[src/rtl/eu_sequencer.sv]
// eu_sequencer: runs one arithmetic instruction at a time through a fixed
// IDLE -> READ -> EXEC -> WB sequence. It reads both source registers, drives
// eu_arithmetic, writes the result back and keeps a sticky zero status flag.
module eu_sequencer #(
    parameter int unsigned BUS_WIDTH  = 16,
    parameter int unsigned ADDR_WIDTH = 3
) (
    input  logic                  clk,
    input  logic                  rst_n,
    input  logic                  instr_valid,
    output logic                  instr_ready,
    input  logic [3:0]            instr_op,
    input  logic [ADDR_WIDTH-1:0] instr_rd,
    input  logic [ADDR_WIDTH-1:0] instr_ra,
    input  logic [ADDR_WIDTH-1:0] instr_rb,
    output logic [ADDR_WIDTH-1:0] rf_ra_addr,
    output logic [ADDR_WIDTH-1:0] rf_rb_addr,
    input  logic [BUS_WIDTH-1:0]  rf_ra_data,
    input  logic [BUS_WIDTH-1:0]  rf_rb_data,
    output logic [BUS_WIDTH-1:0]  alu_a,
    output logic [BUS_WIDTH-1:0]  alu_b,
    output logic [3:0]            alu_op_select,
    input  logic [BUS_WIDTH-1:0]  alu_data_out,
    input  logic                  alu_zero,
    output logic                  rf_we,
    output logic [ADDR_WIDTH-1:0] rf_wa,
    output logic [BUS_WIDTH-1:0]  rf_wd,
    output logic                  done,
    output logic                  illegal,
    output logic                  zero_flag
);

    localparam int unsigned OP_WIDTH = 4;

    typedef enum logic [1:0] {
        IDLE = 2'd0,
        READ = 2'd1,
        EXEC = 2'd2,
        WB   = 2'd3
    } state_t;

    state_t                state;
    state_t                state_next;
    logic                  accept;
    logic                  ready_next;
    logic                  we_next;
    logic                  done_next;
    logic                  illegal_next;
    logic [OP_WIDTH-1:0]   ir_op;
    logic [ADDR_WIDTH-1:0] ir_rd;
    logic                  ir_illegal;
    logic                  res_zero;

    // Supported micro-ops: MOVA, INC, ADD, SUB, DEC.
    function automatic logic op_legal(input logic [OP_WIDTH-1:0] op);
        case (op)
            4'b0000, 4'b0001, 4'b0010, 4'b0101, 4'b0110: op_legal = 1'b1;
            default:                                     op_legal = 1'b0;
        endcase
    endfunction

    // State register.
    always_ff @(posedge clk or negedge rst_n) begin
        if (!rst_n) begin
            state <= IDLE;
        end else begin
            state <= state_next;
        end
    end

    // Next state plus next values of the registered handshake/pulse outputs.
    always_comb begin
        state_next   = state;
        accept       = 1'b0;
        ready_next   = 1'b0;
        we_next      = 1'b0;
        done_next    = 1'b0;
        illegal_next = 1'b0;
        case (state)
            IDLE: begin
                if (instr_valid && instr_ready) begin
                    accept     = 1'b1;
                    state_next = READ;
                end else begin
                    ready_next = 1'b1;
                end
            end
            READ: begin
                state_next = EXEC;
            end
            EXEC: begin
                state_next   = WB;
                we_next      = ~ir_illegal;
                done_next    = 1'b1;
                illegal_next = ir_illegal;
            end
            WB: begin
                state_next = IDLE;
                ready_next = 1'b1;
            end
            default: begin
                state_next = IDLE;
                ready_next = 1'b1;
            end
        endcase
    end

    // Handshake and retire pulses, registered so each is one clean cycle.
    always_ff @(posedge clk or negedge rst_n) begin
        if (!rst_n) begin
            instr_ready <= 1'b1;
            rf_we       <= 1'b0;
            done        <= 1'b0;
            illegal     <= 1'b0;
        end else begin
            instr_ready <= ready_next;
            rf_we       <= we_next;
            done        <= done_next;
            illegal     <= illegal_next;
        end
    end

    // Instruction register; read addresses come straight from the latched ra/rb.
    always_ff @(posedge clk or negedge rst_n) begin
        if (!rst_n) begin
            ir_op      <= '0;
            ir_rd      <= '0;
            ir_illegal <= 1'b0;
            rf_ra_addr <= '0;
            rf_rb_addr <= '0;
        end else if (accept) begin
            ir_op      <= instr_op;
            ir_rd      <= instr_rd;
            ir_illegal <= ~op_legal(instr_op);
            rf_ra_addr <= instr_ra;
            rf_rb_addr <= instr_rb;
        end
    end

    // Operand capture at the end of READ; these registers drive the ALU in EXEC.
    always_ff @(posedge clk or negedge rst_n) begin
        if (!rst_n) begin
            alu_a         <= '0;
            alu_b         <= '0;
            alu_op_select <= '0;
        end else if (state == READ) begin
            alu_a         <= rf_ra_data;
            alu_b         <= rf_rb_data;
            alu_op_select <= ir_op;
        end
    end

    // Result capture at the end of EXEC; presented to the register file in WB.
    always_ff @(posedge clk or negedge rst_n) begin
        if (!rst_n) begin
            rf_wa    <= '0;
            rf_wd    <= '0;
            res_zero <= 1'b0;
        end else if (state == EXEC) begin
            rf_wa    <= ir_rd;
            rf_wd    <= alu_data_out;
            res_zero <= alu_zero;
        end
    end

    // Sticky zero status, updated only when a legal instruction retires.
    always_ff @(posedge clk or negedge rst_n) begin
        if (!rst_n) begin
            zero_flag <= 1'b0;
        end else if (state == WB && !ir_illegal) begin
            zero_flag <= res_zero;
        end
    end

endmodule

[config.mk]
export PLATFORM = sky130hd
export DESIGN_NAME = eu_sequencer
export DESIGN_NICKNAME = d
export VERILOG_FILES = /design/src/rtl/eu_sequencer.sv
export SDC_FILE = /design/constraint.sdc
export NUM_CORES = 1
export LEC_CHECK = 0
export CAP_MARGIN = 20
export CORE_UTILIZATION = 42
export CTS_CLUSTER_SIZE = 30
export DETAILED_ROUTE_END_ITERATION = 6
export GPL_TIMING_DRIVEN = 0
export PLACE_DENSITY = 0.84
export SYNTH_ARGS = -nofsm -noshare
export SYNTH_HDL_FRONTEND = slang
export SYNTH_SLANG_ARGS = --single-unit
[constraint.sdc]
create_clock -name clk -period 1.9 [get_ports clk]
set_clock_uncertainty 0.05 [all_clocks]
set_input_delay 0.285 -clock clk [delete_from_list [all_inputs] [get_ports clk]]
set_output_delay 0.285 -clock clk [all_outputs]
set_load 0.02 [all_outputs]
==> results of run 1 <==
==> Yosys cell counts, drive strengths merged <==
cell type   n
and3        1
mux2       71
mux2i       1
and2        1
nor2b       1
nor2        1
inv         3
ha          5
nand2b      1
dfrtp      76
dfstp       1
buf         7
a31oi       2
a21oi       2
nand3       1
or3b        1
a21bo       1
==> cell families (layout without fill, tap and decap cells) <==
kind of cell / Yosys count / count (layout) / synth area share [%]
AOI/OAI and AO/OA: 5 / 5 / 1.09
muxes: 72 / 72 / 28.2
DFF: 77 / 77 / 64.5
and+or+nand+nor: 7 / 7 / 1.42
adders and majority gates: 5 / 5 / 2.09
buffers and inverters: 10 / 155 / 2.64
==> routing by layer <==
metal	wire [um]	track usage, %	vias to the layer above
met5	0	0	-
met1	2330	18.6	967
met3	519	8.00	2
met2	2950	28.6	83
li1	-	-	899
met4	22	5.45	0
==> per-stage QoR <==
| stage | hold WS [ns] | total power [mW] |
|---|---|---|
| floorplan | -0.0606 | 5.29 |
| global placement | 0.428 | 7.06 |
| detailed placement | 0.0612 | 7.19 |
| CTS | 0.235 | 8.40 |
| global route | 0.233 | 8.77 |
| finish | 0.253 | 8.28 |
==> sequential cells by signal (all words and copies together), names as in the netlist <==
signal and count:
alu_a 16, alu_b 16, alu_op_select 4, done 1
illegal 1, instr_ready 1, ir_illegal 1, ir_op 4
ir_rd 3, res_zero 1, rf_ra_addr 3, rf_rb_addr 3
rf_wa 3, rf_wd 16, rf_we 1, state 2
zero_flag 1
==> repair_timing <==
action,in CTS,in global routing
endpoints found under the setup margin,0,1
hold buffers,1,0
hold endpoints to repair,76,0
resized for setup,0,1
==> power by group <==
group | internal [mW] | switching, mW
Sequential | 2.48 | 0.400
Combinational | 2.40 | 1.82
Clock | 0.655 | 0.529
==> worst min-delay path by stage <==
stage | end | slack [ns] | cells after the start
6_report | rf_wd[6] | 0.25 | 2
5_1_grt | rf_wd[6] | 0.23 | 2
4_1_cts | rf_wd[6] | 0.23 | 2
3_5_place_dp | rf_wd[6] | 0.06 | 1
3_3_place_gp | rf_we | 0.43 | 1
2_1_floorplan | alu_a[0] | -0.06 | 0
==> cells in the final DEF, fill, tap and decap left out, types with 2 or more instances in the layout <==
master,count
mux2_2,62
ha_1,5
a21oi_1,2
buf_6,4
clkdlybuf4s50_1,128
inv_1,3
dfrtp_1,76
a31oi_1,2
buf_4,4
mux2_4,9
clkbuf_8,11
==> layout make-up <==
type	instances	area, um^2
Buffer	7	67.6
Tap cell	96	120
Multi-Input combinational cell	89	981
Fill cell	532	2200
Inverter	3	11.3
Timing Repair Buffer	132	1340
Sequential cell	77	1930
Clock inverter	2	35.0
Clock buffer	11	151
==> metrics.md, run 1 <==
| Metric | Value |
|---|---|
| Status | finished, final reports clean |
| Initial Util | 43.7% |
| Setup ws final | 0.263 ns |
| Num rows | 30 |
| Hold Path Class | in2async |
| Worst path cell trace | clkdlybuf4s50_1 |
| Syn Nets | 246 |
| All-layer global routing usage | 16.8% |
| Routed WL | 5.82 mm |
| Endpoints failing setup | 0 |
| Yosys top cell by area | dfrtp_1 |
| Max Fclk | 611 MHz |
| Root Buffer | clkbuf_8 |
| Clk sinks | 77 |
| R2R Path Start | state[0] |
| Clock-pin slew on the worst setup and hold paths | 0.07 ns |
| Htree depth | 3 |
| Die Span X | 86.3 um |
| Worst slew pin tran | 0.352 ns |
| Setup CP Type | reg2out |
| R2R setup slack | 0.29 ns |
| Min Tclk post-route | 1.64 ns |
| RSZ-0062 raised after global routing | false |
| FF+latch count, synth | 77 |
| Fin area | 4630 um^2 |
| RePlAce Congestion | 0.701 |
| Synth top area share | 63.7% |
| Crit-path slowest cell | clkdlybuf4s50_1 |
| Critical path origin | rf_rb_addr[0] |
| Setup crit end | rf_rb_addr[0] |
| Placed inst area | 4430 um^2 |
| Final core utilization | 67.8% |
| Die height | 86.3 um |
| Placed Cells | 403 |
| Yosys warns | 0 |
| Final std cells w/o fill | 417 |
| Synth top area cells | dfrtp_1, mux2_2, mux2_4, ha_1, buf_6 |
| WL per Instance | 13.9 um |
| Synth Area per Inst | 17.0 um^2 |
| Layout Nets | 389 |
| Peak fanout along the critical path | 2 |
| Post-CTS Setup Inserts | 0 |
| Pre-CTS WS | 0.227 ns |
| Setup TNS Final | 0 ns |
| Overflow left after global routing | 0 |
| Data required, critical path | 1.56 ns |
| Max Cap Viol | 0 |
| Full die area | 7460 um^2 |
| CP Capture Type | output port |
| CP peak stage delay | 0.61 ns |
| Final slew viol count | 0 |
| R2r endpoint | rf_wd[7] |
| Buffers added on ports | 130 |
| Synth unique cells | 19 |
| Drt pass-1 iters | 4 |
| Clk_lat worst skew | 0.33 ns |
| Via count of the routed design | 1951 |
| Initial antenna violation count | 0 |
| Share of cells above drive strength 1 | 29.6% |
| Seq/Total Area, Yosys | 64.5% |
| Final hold vios | 0 |
| Via density per instance | 4.68 |
| Setup crit start kind | register |
| Stages on worst setup path | 1 |
| CTS tree | done |
| ANT cells | 0 |
| Maximum VDD drop | 919 uV |
| Largest net degree at the start of global routing | 73 |
| Starting DRT DRC Count | 48 |
| Fin crit share | 86.2% |
| Post-DRT Antenna Nets | 0 |
| LEAKAGE | 1.98 nW |
| Number of I/O pins | 131 |
| Synth Instances | 176 |
| PwrDens | 1790 nW/um^2 |
| Slew HR | 76.5% |
| CP bufs+invs | 1 |
| CTS buffer count | 9 |
| First-pass GRT wire length | 9.31 mm |
| Core ar. | 6830 um^2 |
| HPWL after DPL | 4.23 mm |
| Crit path max-delay family | buffers and inverters |
| DRC Markers | 0 |
| Cell Area, Synth | 2990 um^2 |
| Vias in the first global route | 2036 |
| Reg2reg path depth | 4 |
| CP arrival | 1.30 ns |
| CTS Buffer Depth | 2 |
| Area Overhead vs Synth | 55.1% |
Note: power is estimated with default switching activity, not from simulation.
==> run 2, diff against run 1 <==
Settings changed: CORE_UTILIZATION 42 to 43, CTS_BUF_LIST set to sky130_fd_sc_hd__clkbuf_2, PLACE_DENSITY 0.84 to 0.86, RECOVER_POWER set to 100.
==> run 2 against run 1 <==
  * Critical endpoint is now rf_wd[9]
  * First-iteration DRC count up 31%
  * Worst setup slack worse by 0.18 ns
  * Final cell count down 3.4%
==> metrics.md, run 2 (synthesis gave the netlist of run 1 again) <==
| Metric | Value |
|---|---|
| Largest net degree at the start of global routing | 41 (-44%) |
| Status | finished, final reports clean |
| Overflow left after global routing | 0 (unchanged) |
| Core ar. | 6760 um^2 (-1.1%) |
| DRC Markers | 0 (unchanged) |
| Num rows | 30 (unchanged) |
| CP arrival | 1.48 ns (+0.18 ns) |
| LEAKAGE | 1.86 nW (-6.0%) |
| Full die area | 7290 um^2 (-2.3%) |
| Final core utilization | 64.3% (-3.5 points) |
| Critical path origin | rf_wd[9] |
| Die Span X | 85.4 um (-1.1%) |
| HPWL after DPL | 4.33 mm (+2.4%) |
| Placed inst area | 4410 um^2 (-0.62%) |
| Clock-pin slew on the worst setup and hold paths | 0.20 ns (+0.13 ns) |
| Endpoints failing setup | 0 (unchanged) |
| CP Capture Type | output port |
| Most frequent cells in the layout | clkdlybuf4s50_1, dfrtp_1, mux2_2, clkbuf_1, clkbuf_2 |
| CP bufs+invs | 1 (unchanged) |
| Vias in the first global route | 2131 (+4.7%) |
| R2R setup slack | 0.19 ns (-0.10 ns) |
| Via density per instance | 4.82 (+3.1%) |
| Htree depth | 3 (unchanged) |
| Combinational share of power | 49.7% (-1.2 points) |
| Max Fclk | 551 MHz (-9.8%) |
| Power Internal | 4.87 mW (-12%) |
| Fin area | 4350 um^2 (-6.2%) |
| Final std cells w/o fill | 403 (-3.4%) |
| Reg2reg path depth | 5 (+1) |
| Worst path cell trace | clkdlybuf4s50_1 |
| Worst slew pin tran | 0.956 ns (+0.603 ns) |
| Final hold vios | 0 (unchanged) |
| Number of I/O pins | 131 (unchanged) |
| R2R Path Start | state[0] |
| RePlAce Congestion | 0.702 (+0.17%) |
| Switch share | 36.1% (+2.9 points) |
| Routed WL | 5.94 mm (+2.2%) |
| Post-DRT Antenna Nets | 0 (unchanged) |
| Clk_lat worst skew | 0.48 ns (+0.15 ns) |
| Area Overhead vs Synth | 45.5% |
| Die height | 85.4 um (-1.1%) |
| ANT cells | 0 (unchanged) |
| Biggest regs | alu_a: 16 flops, alu_b: 16 flops, rf_wd: 16 flops |
| CTS buffer count | 9 (unchanged) |
| Crit path max-delay family | buffers and inverters |
| Drt pass-1 iters | 2 (-2) |
| PwrDens | 1750 nW/um^2 (-1.9%) |
| Psw | 2.76 mW (+0.23%) |
| Buffers added on ports | 130 (unchanged) |
| CTS tree | done |
| First-pass GRT wire length | 9.54 mm (+2.4%) |
| Min Tclk post-route | 1.81 ns (+0.178 ns) |
| Clk sinks | 77 (unchanged) |
| Setup TNS Final | 0 ns (unchanged) |
| Overall power | 7.63 mW (-7.9%) |
| Layout Nets | 389 (unchanged) |
| Starting DRT DRC Count | 63 (+31%) |
| Initial Util | 44.2% (+0.49 points) |
| Slew HR | 36.3% (-40 points) |
| Peak fanout along the critical path | 2 (unchanged) |
| Placed Cells | 387 (-4.0%) |
| Crit-path slowest cell | clkdlybuf4s50_1 |
| Setup crit end | rf_wd[9] |
| Share of cells above drive strength 1 | 26.6% (-3.0 points) |
| Post-CTS Setup Inserts | 0 (unchanged) |
| Flop pwr share | 37.7% (+2.9 points) |
| Root Buffer | clkbuf_2 |
| Max Cap Viol | 0 (unchanged) |
| Setup CP Type | reg2out |
| Hold Path Class | in2reg |
| Initial antenna violation count | 0 (unchanged) |
| All-layer global routing usage | 17.1% (+0.25 points) |
| WL per Instance | 14.7 um (+5.8%) |
| Fin crit share | 95.5% (+9.3 points) |
| Stages on worst setup path | 1 (unchanged) |
| Most common cell after layout, fill and taps aside | clkdlybuf4s50_1 |
| CP peak stage delay | 0.60 ns (about the same) |
| Final slew viol count | 0 (unchanged) |
| Setup crit start kind | register |
| Data required, critical path | 1.56 ns (about the same) |
| R2r endpoint | rf_ra_addr[0] |
| CTS Buffer Depth | 2 (unchanged) |
| Maximum VDD drop | 733 uV (-20%) |
| Clock power share | 12.6% (-1.7 points) |
| Via count of the routed design | 1944 (-0.36%) |
==> run 2: per-layer routing <==
layer / global-route usage [%] / routed length [um] / vias to the layer above
met4: 7.73 / 90 / 0
met2: 30.4 / 2920 / 84
met3: 5.16 / 428 / 10
met5: 0 / 0 / -
met1: 18.9 / 2510 / 947
li1: - / - / 903
==> run 2: worst min path at each step <==
stage	startpoint	end	slack [ns]	cells past startpoint
finish	instr_rb[2]	rf_rb_addr[2]	0.34	2
global route	rf_rb_data[10]	alu_b[10]	0.28	2
CTS	rst_n	alu_a[2]	0.20	2
detailed placement	rst_n	alu_b[13]	0.24	1
global placement	ir_illegal	rf_we	0.43	1
floorplan	rst_n	alu_a[0]	-0.06	0
==> run 2: per-stage QoR <==
step	hold slack [ns]	setup slack, ns
3_3_place_gp	0.426	-2.16
2_1_floorplan	-0.0606	0.444
5_1_grt	0.279	-0.0124
3_5_place_dp	0.237	0.230
4_1_cts	0.202	0.0135
6_report	0.337	0.0852
==> run 2: cell type report <==
cell class / instances / area, um^2
repair buffers: 132 / 1190
well taps: 80 / 100
plain buffers: 7 / 40.0
clock inverters: 5 / 76.3
fillers: 548 / 2410
flip-flops and latches: 77 / 1930
inverters: 3 / 11.3
multi-input cells: 89 / 947
clock buffers: 10 / 50.0
==> run 2: power by group through the flow <==
stage	Combinational [mW]	Clock, mW	Sequential [mW]
2_1_floorplan	1.53	0	3.76
5_1_grt	4.04	1.07	2.98
3_3_place_gp	4.18	0	2.88
6_report	3.79	0.960	2.87
3_5_place_dp	4.27	0	2.93
4_1_cts	4.27	0.995	2.89
==> run 2: worst reg2reg max path, delay by kind of cell (launching register included) <==
family,cells,cell delay (ns)
AND/OR/NAND/NOR,1,0.16
buffers and inverters,2,0.39
multiplexers,1,0.37
flip-flops,1,0.44
adder cells (fa/ha/maj),1,0.22
==> run 2: timing repair <==
action	in CTS	in global routing
gates cloned	0	0
hold endpoints to repair	37	0
gates resized for setup	1	21
hold buffers	1	0
endpoints found under the setup margin	1	21
==> run 3, diff against run 2 <==
Settings changed: CAP_MARGIN 20 to not set.
==> results of run 3 <==
The final DEF is identical to that of run 2; final timing and power are the same.
